File: src/rtl/serial_cmp_pkg.sv
// serial_cmp_pkg: shared types and constants for the bit-serial magnitude comparator.
//   state_e      : FSM states (IDLE, SHIFT, DONE)
//   GT / EQ / LT : one-hot result codes, ordered {a_greater, a_equal, a_lesser}
package serial_cmp_pkg;

    typedef enum logic [1:0] {
        IDLE  = 2'd0,
        SHIFT = 2'd1,
        DONE  = 2'd2
    } state_e;

    localparam logic [2:0] GT = 3'b100;
    localparam logic [2:0] EQ = 3'b010;
    localparam logic [2:0] LT = 3'b001;

endpackage

File: src/rtl/serial_cmp_cell.sv
// serial_cmp_cell: one step of an MSB-first serial compare.
// Ports:
//   a_bit_i, b_bit_i : current operand bits
//   dec_i, gt_i      : sticky decision so far (decided, A-greater)
//   dec_o, gt_o      : decision after this bit
module serial_cmp_cell (
    input  logic a_bit_i,
    input  logic b_bit_i,
    input  logic dec_i,
    input  logic gt_i,
    output logic dec_o,
    output logic gt_o
);

    // Once decided, later (less significant) bits cannot change the outcome.
    assign dec_o = dec_i | (a_bit_i ^ b_bit_i);
    assign gt_o  = dec_i ? gt_i : (a_bit_i & ~b_bit_i);

endmodule

File: src/rtl/serial_mag_comparator.sv
// serial_mag_comparator: bit-serial unsigned magnitude comparator, MSB first,
// with valid/ready handshakes on both sides. One bit is scanned per cycle.
// Optional macro SERIAL_CMP_EARLY_EXIT_EN: finish as soon as the first differing
// bit is seen; without it every compare takes exactly N cycles (constant time).
// Ports:
//   clk, rst_n            : clock, synchronous active-low reset
//   in_valid/in_ready     : operand handshake (ready only in IDLE, out of reset)
//   a, b                  : unsigned N-bit operands
//   out_valid/out_ready   : result handshake
//   a_greater/a_equal/a_lesser : registered one-hot result, held until next result
module serial_mag_comparator
    import serial_cmp_pkg::*;
#(
    parameter int N = 8
) (
    input  logic         clk,
    input  logic         rst_n,
    input  logic         in_valid,
    output logic         in_ready,
    input  logic [N-1:0] a,
    input  logic [N-1:0] b,
    output logic         out_valid,
    input  logic         out_ready,
    output logic         a_greater,
    output logic         a_equal,
    output logic         a_lesser
);

    localparam int IW = $clog2(N);

    state_e        state_q, state_d;
    logic [N-1:0]  sa_q, sa_d;
    logic [N-1:0]  sb_q, sb_d;
    logic [IW-1:0] idx_q, idx_d;
    logic          dec_q, dec_d;
    logic          gt_q, gt_d;
    logic [2:0]    flags_q, flags_d;

    logic          dec_n, gt_n;
    logic          last_bit, finish;

    serial_cmp_cell u_cell (
        .a_bit_i (sa_q[N-1]),
        .b_bit_i (sb_q[N-1]),
        .dec_i   (dec_q),
        .gt_i    (gt_q),
        .dec_o   (dec_n),
        .gt_o    (gt_n)
    );

    assign last_bit = (idx_q == '0);

`ifdef SERIAL_CMP_EARLY_EXIT_EN
    // dec_q is always clear while still in SHIFT here, so dec_n marks the first difference.
    assign finish = last_bit | dec_n;
`else
    assign finish = last_bit;
`endif

    assign in_ready  = (state_q == IDLE) && rst_n;
    assign out_valid = (state_q == DONE);
    assign {a_greater, a_equal, a_lesser} = flags_q;

    always_comb begin
        state_d = state_q;
        sa_d    = sa_q;
        sb_d    = sb_q;
        idx_d   = idx_q;
        dec_d   = dec_q;
        gt_d    = gt_q;
        flags_d = flags_q;
        case (state_q)
            IDLE: begin
                if (in_valid && in_ready) begin
                    sa_d    = a;
                    sb_d    = b;
                    idx_d   = IW'(N - 1);
                    dec_d   = 1'b0;
                    gt_d    = 1'b0;
                    state_d = SHIFT;
                end
            end
            SHIFT: begin
                sa_d  = sa_q << 1;
                sb_d  = sb_q << 1;
                idx_d = idx_q - IW'(1);
                dec_d = dec_n;
                gt_d  = gt_n;
                if (finish) begin
                    state_d = DONE;
                    flags_d = dec_n ? (gt_n ? GT : LT) : EQ;
                end
            end
            DONE: begin
                if (out_ready) state_d = IDLE;
            end
            default: state_d = IDLE;
        endcase
    end

    always_ff @(posedge clk) begin
        if (!rst_n) begin
            state_q <= IDLE;
            sa_q    <= '0;
            sb_q    <= '0;
            idx_q   <= '0;
            dec_q   <= 1'b0;
            gt_q    <= 1'b0;
            flags_q <= '0;
        end else begin
            state_q <= state_d;
            sa_q    <= sa_d;
            sb_q    <= sb_d;
            idx_q   <= idx_d;
            dec_q   <= dec_d;
            gt_q    <= gt_d;
            flags_q <= flags_d;
        end
    end

endmodule
File: config.mk
export PLATFORM = sky130hd
export DESIGN_NAME = serial_mag_comparator
export DESIGN_NICKNAME = d
export VERILOG_FILES = /design/src/rtl/serial_cmp_pkg.sv /design/src/rtl/serial_cmp_cell.sv /design/src/rtl/serial_mag_comparator.sv
export SDC_FILE = /design/constraint.sdc
export NUM_CORES = 1
export LEC_CHECK = 0
export CORE_ASPECT_RATIO = 0.6
export CORE_MARGIN = 4
export CORE_UTILIZATION = 35
export DETAILED_ROUTE_END_ITERATION = 12
export GPL_ROUTABILITY_DRIVEN = 0
export PLACE_DENSITY = 0.66
export SLEW_MARGIN = 25
export SYNTH_ARGS = -nofsm -noshare
export SYNTH_HDL_FRONTEND = slang
export SYNTH_SLANG_ARGS = --single-unit
File: constraint.sdc
create_clock -name clk -period 3.2 [get_ports clk]
set_clock_uncertainty 0.15 [all_clocks]
set_input_delay 0.32 -clock clk [delete_from_list [all_inputs] [get_ports clk]]
set_output_delay 0.32 -clock clk [all_outputs]
set_load 0.02 [all_outputs]
==> impl_metrics.py <==
metrics = {
    "die": {
        "rows": 16,
        "core_area_mm2": 0.00338,
        "die_y_um": 54.8,
        "start_util_pct": 37.7,
        "ios": 25,
        "dieArea_mm2": 0.00471,
        "die_w_um": 86.0,
    },
    "sta": {
        "setup_viol": 0,
        "slew_headroom_pct": 61.9,
        "hold_viol_final": 0,
        "layout_setup_ws_ns": 0.856,
        "fmax_ghz": 0.427,
        "rsz0062_at_grt": "false",
        "setup_tns_ns": 0,
        "drv_slew": 0,
        "period_needed_ns": 2.34,
        "finalCritPeriodShare_pct": 73.3,
        "finalHoldWorstSlack_ns": 0.327,
        "worst_pin_slew_ns": 0.571,
    },
    "min_path": {
        "holdPathEnd": "flags_q[2]",
        "min_path_cells": 2,
        "hp-start": "flags_q[2]",
        "hp-class": "reg -> reg",
    },
    "pwr": {
        "p_per_area_mw_per_mm2": 524,
        "p_total_mw": 0.839,
        "p_seq_share_pct": 45.0,
        "p_sw_share_pct": 26.3,
        "pwr-share-comb_pct": 22.1,
        "internal_power_mw": 0.618,
        "power_frac_clock_pct": 33.0,
        "ir_drop_mv": 0.218,
        "power_leakage_nw": 0.595,
        "p_switching_mw": 0.221,
    },
    "cells_and_area": {
        "syn2layout_area_growth_pct": 25.5,
        "multi_input_area_um2": 668,
        "drive_above_1_share_pct": 7.23,
        "design_area_mm2": 0.00160,
        "fillers": 343,
        "post-route-util_pct": 47.3,
        "fin_cells": 211,
        "nNetsFinal": 190,
        "antenna_cells": 0,
        "ff_latch_area_um2": 520,
    },
    "clock_tree": {
        "clockBufferDepth": 2,
        "clock_sinks": 26,
        "clk_pin_slew_worst_paths_ns": 0.10,
        "htreeDepth": 1,
        "ctsHoldBuffers": 0,
        "postCtsSetupBuffers": 0,
        "clock_latency_ns": 0.28,
        "ctsResizeCount": 0,
        "cts_tree": "built",
        "root_buffer": "clkbuf_8",
        "cts_made_buffers": 3,
    },
    "placement": {
        "dp_cells": 207,
        "io_buffers": 24,
        "post-place-ws_ns": 1.12,
        "hpwl_um": 1990,
        "placed_cell_area_mm2": 0.00153,
    },
    "global_routing": {
        "grt_pass1_vias": 935,
        "grt_max_degree": 41,
        "antenna_found_initial": 0,
        "grt-ovfl-total": 0,
        "grt_usage_pct": 13.0,
        "grt_pass1_wl_um": 4610,
    },
    "status": {
        "status": "finished, final reports clean",
    },
    "worst_setup_path": {
        "arrival_ns": 1.87,
        "setup.worst_path.end_class": "output port",
        "worstPathMaxFanout": 17,
        "r2r_cells": 4,
        "worstPathRequired_ns": 2.73,
        "worstSetupPathType": "reg -> out",
        "reg2reg_to": "flags_q[0]",
        "r2r_setup_slack_ns": 1.64,
        "startpoint_type": "flip-flop",
        "reg2reg_from": "state_q[0]",
    },
    "run": {
        "drv_cap": 0,
    },
    "detailed_routing": {
        "antenna_left": 0,
        "num_vias": 1081,
        "viasPerCell": 5.12,
        "drt_first_iter_violations": 28,
        "routed_wl_um": 2950,
        "drcViolationCount": 0,
        "wl_per_cell_um": 14.0,
        "drt-pass1-iter-count": 4,
    },
    "synthesis": {
        "syn_inst": 146,
        "synthesis.nets": 169,
        "synth_top_area_share_pct": 40.8,
        "synthTopCellsByArea": "dfxtp_1, o31ai_1, nand2b_1",
        "synth_seq_cells": 26,
        "yosys_warnings": 0,
        "post_synth_instance_area_mm2": 0.00128,
        "avgSynthCellArea_um2": 8.74,
        "synth.distinct_cells": 32,
        "yosysTopAreaCell": "dfxtp_1",
        "synth_seq_area_share_pct": 40.8,
    },
}
## sequential cells by signal (all words and copies together) (netlist names)
register and count:
flags_q 3, sa_q 8, state_q 2, sb_q 8
idx_q 3, gt_q 1, dec_q 1
## Yosys cell counts, drive strengths merged
library cell  number
dfxtp             26
o21ai             20
nand2b            16
a21oi             15
o31ai             14
buf                8
nand2              6
inv                5
nor2               4
nor2b              4
clkbuf             3
ha                 3
o21a               3
a21boi             2
and2b              2
o211a              2
a311oi             1
a31oi              1
and4bb             1
clkinv             1
mux2               1
mux2i              1
nand3              1
nand3b             1
nor3               1
nor3b              1
nor4b              1
o21ba              1
o22ai              1
## cells by family after synthesis
logic type	Yosys count	synth area share [%]
multiplexers	2	1.67
adder cells (fa/ha/maj)	3	2.94
AO/OA/AOI/OAI	60	29.4
flip-flops	26	40.8
buffers and inverters	17	6.86
AND/OR/NAND/NOR	38	18.3
## routing by layer
metal	vias to the layer above	global-route usage [%]	wire length, µm
met5	-	0	0
met4	0	5.53	42
met3	4	4.51	137
met2	18	17.6	1160
met1	502	18.3	1610
li1	557	-	-
## layout make-up
cell class	instances	area share, %
clock inverter	1	1.87
sequential	26	32.5
timing repair buffer	27	16.4
tap	45	3.52
clock buffer	3	2.58
inverter	6	1.41
multi-input combinational	103	41.7
## critical path: stages (launching register included)
cell,delay (ns)
dfxtp_1,0.50
clkinv_1,0.13
buf_4,0.22
nor2_1,0.12
clkdlybuf4s50_1,0.62
## cell usage in the layout, fill, tap and decap left out, drive strengths merged, types with 2 or more instances in the layout
master | synthesis | routed
a21boi | 2 | 2
ha | 3 | 3
o21ai | 20 | 20
dfxtp | 26 | 26
nand2b | 16 | 16
buf | 8 | 3
o21a | 3 | 3
a21oi | 15 | 15
inv | 5 | 5
o211a | 2 | 2
clkdlybuf4s50 | 0 | 24
o31ai | 14 | 14
clkbuf | 3 | 3
nor2b | 4 | 4
nand2 | 6 | 6
and2b | 2 | 2
nor2 | 4 | 4
## power groups by stage
stage / Combinational (mW) / Sequential (mW) / Clock, mW
global placement: 0.179 / 0.383 / 0
global route: 0.205 / 0.381 / 0.291
detailed placement: 0.185 / 0.384 / 0
finish: 0.185 / 0.377 / 0.277
CTS: 0.186 / 0.377 / 0.281
floorplan: 0.131 / 0.381 / 0
## worst max-delay path by stage
stage          startpoint        end  depth (start not counted)  slack (ns)
3_3_place_gp        rst_n   in_ready                          4        1.16
3_5_place_dp        rst_n   in_ready                          4        1.12
2_1_floorplan  state_q[1]  out_valid                          4        1.60
4_1_cts        state_q[1]  out_valid                          4        0.86
6_report       state_q[1]  out_valid                          4        0.86
5_1_grt        state_q[1]  out_valid                          4        0.76
Power figures use the tool's default switching activity.
